[src/rtl/if_stage_pkg.sv]
// Shared types and defaults for the instruction-fetch stage.
package if_stage_pkg;

    localparam logic [31:0] RESET_PC_DEF = 32'h0000_0000;
    localparam logic [31:0] NOP_INST_DEF = 32'h0000_0013;

    // FETCH: request in flight, HOLD: response buffered while frozen,
    // DROP: stale request in flight whose response will be thrown away
    typedef enum logic [1:0] {
        FETCH = 2'd0,
        HOLD  = 2'd1,
        DROP  = 2'd2
    } if_state_e;

    typedef struct packed {
        logic [31:0] inst;
        logic [31:0] pc;
        logic [31:0] pc4;
        logic        hit;
    } ifid_t;

endpackage

[src/rtl/if_stage_pc_sel.sv]
// Redirect-priority mux: interrupt beats mret beats branch; target word aligned.
module pc_sel (
    input  logic        intr_flag_i,
    input  logic [31:0] pc_intr_i,
    input  logic        is_mret_i,
    input  logic [31:0] pc_mret_i,
    input  logic        br_taken_i,
    input  logic [31:0] br_target_i,
    output logic        redir_o,
    output logic [31:0] redir_pc_o
);

    logic [31:0] tgt;

    // pick the highest-priority redirect source and clear the low address bits
    always_comb begin
        tgt = br_target_i;
        if (is_mret_i)   tgt = pc_mret_i;
        if (intr_flag_i) tgt = pc_intr_i;
        redir_o    = intr_flag_i | is_mret_i | br_taken_i;
        redir_pc_o = tgt & ~32'd3;
    end

endmodule

[src/rtl/if_stage.sv]
// Instruction fetch stage: PC, i-cache request FSM and the IF/ID register.
module if_stage
    import if_stage_pkg::*;
#(
    parameter logic [31:0] RESET_PC = RESET_PC_DEF,
    parameter logic [31:0] NOP_INST = NOP_INST_DEF
) (
    input  logic        clk_i,
    input  logic        rst_i,
    input  logic        enable_i,
    input  logic        flush_i,
    input  logic        br_taken_i,
    input  logic [31:0] br_target_i,
    input  logic        intr_flag_i,
    input  logic [31:0] pc_intr_i,
    input  logic        is_mret_i,
    input  logic [31:0] pc_mret_i,
    output logic        imem_valid_o,
    output logic [31:0] imem_addr_o,
    input  logic        imem_ready_i,
    input  logic [31:0] imem_rdata_i,
    input  logic        imem_hit_i,
    output logic [31:0] inst_d_o,
    output logic [31:0] pc_d_o,
    output logic [31:0] pc4_d_o,
    output logic        hit_d_o,
    output logic        stall_o
);

    if_state_e   state_q;
    logic [31:0] pc_q, pend_pc_q, buf_inst_q;
    logic        buf_hit_q, kill_q, boot_q;
    ifid_t       ifid_q;

    logic        redir;
    logic [31:0] redir_pc;
    logic [31:0] pc4;
    logic        accept, outstanding, have, squash;
    ifid_t       fetched, nop;

    pc_sel u_pc_sel (
        .intr_flag_i (intr_flag_i),
        .pc_intr_i   (pc_intr_i),
        .is_mret_i   (is_mret_i),
        .pc_mret_i   (pc_mret_i),
        .br_taken_i  (br_taken_i),
        .br_target_i (br_target_i),
        .redir_o     (redir),
        .redir_pc_o  (redir_pc)
    );

    // request handshake and what the IF/ID register would take this cycle;
    // boot_q blanks the first cycle after reset so a stale response is ignored
    always_comb begin
        pc4          = pc_q + 32'd4;
        imem_valid_o = !rst_i && !boot_q && (state_q != HOLD);
        imem_addr_o  = pc_q;
        accept       = imem_valid_o && imem_ready_i;
        outstanding  = imem_valid_o && !imem_ready_i;
        stall_o      = outstanding;
        have         = (state_q == FETCH && accept) || (state_q == HOLD);
        squash       = redir || flush_i || kill_q;
        nop          = '{inst: NOP_INST, pc: 32'd0, pc4: 32'd0, hit: 1'b0};
        if (state_q == HOLD)
            fetched = '{inst: buf_inst_q, pc: pc_q, pc4: pc4, hit: buf_hit_q};
        else
            fetched = '{inst: imem_rdata_i, pc: pc_q, pc4: pc4, hit: imem_hit_i};
    end

    // fetch FSM, PC, redirect bookkeeping and IF/ID register
    always_ff @(posedge clk_i) begin
        if (rst_i) begin
            state_q    <= FETCH;
            pc_q       <= RESET_PC;
            pend_pc_q  <= 32'd0;
            buf_inst_q <= 32'd0;
            buf_hit_q  <= 1'b0;
            kill_q     <= 1'b0;
            boot_q     <= 1'b1;
            ifid_q     <= '{inst: NOP_INST, pc: 32'd0, pc4: 32'd0, hit: 1'b0};
        end else begin
            boot_q <= 1'b0;
            // a squash seen while frozen is remembered until the next enabled edge
            if (enable_i) begin
                ifid_q <= (have && !squash) ? fetched : nop;
                kill_q <= 1'b0;
            end else if (squash) begin
                kill_q <= 1'b1;
            end
            if (redir) begin
                buf_inst_q <= 32'd0;
                buf_hit_q  <= 1'b0;
                if (outstanding) begin
                    pend_pc_q <= redir_pc;
                    state_q   <= DROP;
                end else begin
                    pc_q    <= redir_pc;
                    state_q <= FETCH;
                end
            end else begin
                case (state_q)
                    FETCH: if (accept) begin
                        if (enable_i) begin
                            pc_q <= pc4;
                        end else begin
                            buf_inst_q <= imem_rdata_i;
                            buf_hit_q  <= imem_hit_i;
                            state_q    <= HOLD;
                        end
                    end
                    HOLD: if (enable_i) begin
                        pc_q    <= pc4;
                        state_q <= FETCH;
                    end
                    DROP: if (accept) begin
                        pc_q    <= pend_pc_q;
                        state_q <= FETCH;
                    end
                    default: state_q <= FETCH;
                endcase
            end
        end
    end

    assign inst_d_o = ifid_q.inst;
    assign pc_d_o   = ifid_q.pc;
    assign pc4_d_o  = ifid_q.pc4;
    assign hit_d_o  = ifid_q.hit;

endmodule

[config.mk]
export PLATFORM = sky130hd
export DESIGN_NAME = if_stage
export DESIGN_NICKNAME = d
export VERILOG_FILES = /design/src/rtl/if_stage_pkg.sv /design/src/rtl/if_stage_pc_sel.sv /design/src/rtl/if_stage.sv
export SDC_FILE = /design/constraint.sdc
export NUM_CORES = 1
export LEC_CHECK = 0
export ABC_AREA = 1
export BUFFER_PORTS_ARGS = -buffer_cell sky130_fd_sc_hd__buf_2
export CORE_ASPECT_RATIO = 1.2
export CORE_MARGIN = 2
export CORE_UTILIZATION = 31
export DETAILED_ROUTE_END_ITERATION = 10
export PLACE_DENSITY = 0.56
export SLEW_MARGIN = 40
export SYNTH_ARGS = -nofsm -noshare
export SYNTH_HDL_FRONTEND = slang
export SYNTH_SLANG_ARGS = --single-unit
[constraint.sdc]
create_clock -name clk_i -period 2.04 [get_ports clk_i]
set_clock_uncertainty 0.2 [all_clocks]
set_input_delay 0.102 -clock clk_i [delete_from_list [all_inputs] [get_ports clk_i]]
set_output_delay 0.102 -clock clk_i [all_outputs]
set_load 0.005 [all_outputs]
==> metrics.txt <==
status=finished, final reports clean; DRC viols=0; CP Capture Type=flop; post-synth top area cell=dfxtp_1; grt ovf=0; Via-to-Cell Ratio=4.56; Skew-Pair Late Insertion Delay=440 ps; die area=30000 um^2; maximum fanout along the worst path=3; post-DP HPWL=21500 um; Sw Ratio=28.8%; Floorplan Core Area=28100 um^2; Max H-tree Level=4; vias in the first global route=8944; # nets final=1841; antenna violations before repair=0; final non-filler cell area=12700 um^2; Period minus WS final=2010 ps; iteration count of the initial detailed-routing pass=5; crit path DAT=2180 ps; die height=189 um; post-synthesis async set-or-reset flop share=0%; Die W=158 um; Sequential Power Share=45.4%; min-delay worst type=input pin to flop; first-pass GRT wire length=46800 um; Final setup viols=0; internal power=6.18 mW; register area share after synthesis=43.1%; fmax=498 MHz; synthesized area=8880 um^2; Logic pwr share=15.9%; CTS max path bufs=2; starting density of the core=31.6%; largest net degree at the start of global routing=61; critical path class=flop to flop; top_reg_cell synth=dfxtp_1; synth warn=0; Leakage=5.86 nW; Yosys cell types=30; top area cells in the synthesized netlist=dfxtp_1 43%, nand2_1 18%, nor2_1 7.7%, o21ai_0 6.7%, a21oi_1 3.8%; top-area cell type share of the netlist area=43.1%; pre-CTS WS=9.65 ps; Routed Antenna Nets=0; Num CTS Buffers=17; area grow syn2layout=42.7%; sw power=2.50 mW; post-layout total power=8.68 mW; setup TNS=0 ps; crit path to=imem_addr_o[24]; Row Count=67; Max Slew Vio Count=0; routed wire length=30900 um; syn avg cell area=6.64 um^2; Seq cells post-synth=191; clock power share=38.7%; RSZ-0062 raised after global routing=yes; CP Launch Type=flop; port bufs=259; final hold violation count=0; Final period util=98.5%; Global Route Usage Sum=19.9%; CTS sink count=191; Final Wtd Congestion=0.886; Max VDD drop=568 uV; 1st-iter DRT viols=695; PnR worst setup slack=30.4 ps; cells after synthesis=1336; Max-Cap Viols=0; EDFF count, synth=0; FF-to-FF End=imem_addr_o[24]; CP required=2210 ps; ratio of cells with drive above 1 in the final layout=21.2%; routed via count=9548; pwr/cell area=685 nW/um^2; register-to-register setup slack=30 ps; reg-to-reg startpoint=imem_addr_o[2]; clock slew at reported path FFs=80 ps; R2R cell count=9; total I/O pin count=268; commonest non-fill, non-tap cell in the layout=nand2_1; routed len/inst=14.8 um; most frequent cells in the layout=417 x nand2_1, 259 x buf_2, 190 x dfxtp_1, 177 x nor2_1, 119 x o21ai_0; antenna cells=0; TritonCTS clock tree=yes; clk root buf=clkbuf_16; placed cell area=10700 um^2; crit path from=imem_addr_o[2]
[how the worst min path moves through the flow]
stage | from | cells past startpoint | slack, ps | endpoint
floorplan | rst_i | 0 | -70 | boot_q
global placement | imem_rdata_i[29] | 3 | 170 | buf_inst_q[29]
detailed placement | imem_rdata_i[26] | 3 | 170 | buf_inst_q[26]
CTS | br_target_i[30] | 7 | 30 | imem_addr_o[30]
global route | br_target_i[30] | 7 | 100 | imem_addr_o[30]
finish | br_target_i[30] | 7 | 40 | imem_addr_o[30]
[cell usage after synthesis, types with 13 or more instances]
master and n:
nand2_1 421, dfxtp_1 191, nor2_1 181, o21ai_0 119, inv_1 86, a21oi_1 68
nand3_1 60, o21ai_1 50, clkbuf_1 43, a211oi_1 28, buf_2 16, o211ai_1 14
buf_4 13
[critical path, cell delays in order, from the launching register on]
cell and delay (ps):
dfxtp_1 340, ha_1 210, nand2_1 70, nor2_1 200
nand2_1 150, nor2_1 290, nand3_1 150, nand3_1 140
nand2_1 60, a21oi_1 130
[registers in the layout, indices dropped and copies added (netlist names)]
| register | flops |
|---|---|
| pend_pc_q | 30 |
| buf_inst_q | 32 |
| buf_hit_q | 1 |
| state_q | 2 |
| pc_d_o | 31 |
| inst_d_o | 32 |
| pc4_d_o | 30 |
| hit_d_o | 1 |
| boot_q | 1 |
| imem_addr_o | 30 |
| kill_q | 1 |
[cell families (layout without fill, tap and decap cells)]
kind of cell | Yosys count | count (layout) | share of synthesized area [%]
buffers and inverters | 174 | 550 | 8.30
AO/OA/AOI/OAI | 284 | 284 | 17.3
adder cells (fa/ha/maj) | 4 | 4 | 0.564
AND/OR/NAND/NOR | 672 | 672 | 29.7
XOR/XNOR | 9 | 9 | 0.888
multiplexers | 1 | 1 | 0.113
other | 1 | 2 | 0.0422
flip-flops | 191 | 191 | 43.1
[power by group through the flow]
stage,registers [mW],logic [mW],clock network [mW]
after floorplan,4.01,0.651,0
final,3.94,1.38,3.36
after detailed placement,4.02,1.14,0
after global placement,4.02,1.14,0
after CTS,3.94,1.34,3.45
after global routing,3.95,1.55,3.58
[layout make-up]
class                      instances  area, um^2
clock buffer                      18         429
clock inverter                    14         146
fill                            2869       15400
inverter                          92         353
multi-input combinational        972        4380
sequential                       191        3820
tap                              379         474
timing repair buffer             426        3060
[repair_timing]
action                                  4_1_cts  5_1_grt
endpoints found under the setup margin        1      143
pin swaps                                     0        5
cloned                                        0        5
hold endpoints to repair                    151        0
resized for setup                             1       25
buffers inserted                              0        2
hold buffers                                116        0
[layer usage]
| metal | GRT usage (%) | vias up | wire, um |
|---|---|---|---|
| li1 | - | 5006 | - |
| met1 | 25.4 | 4231 | 13900 |
| met2 | 33.0 | 268 | 14500 |
| met3 | 4.17 | 43 | 1740 |
| met4 | 6.96 | 0 | 815 |
| met5 | 0 | - | 0 |
[per-stage QoR]
step	hold slack, ps	utilization (%)	std cells
after floorplan	-70.3	-	1337
after global placement	169	38.1	1937
after detailed placement	167	38.1	1937
after CTS	27.0	44.3	2085
after global routing	101	45.1	2092
final	42.1	45.1	2092
No activity file was read; power rests on OpenSTA's default activity.
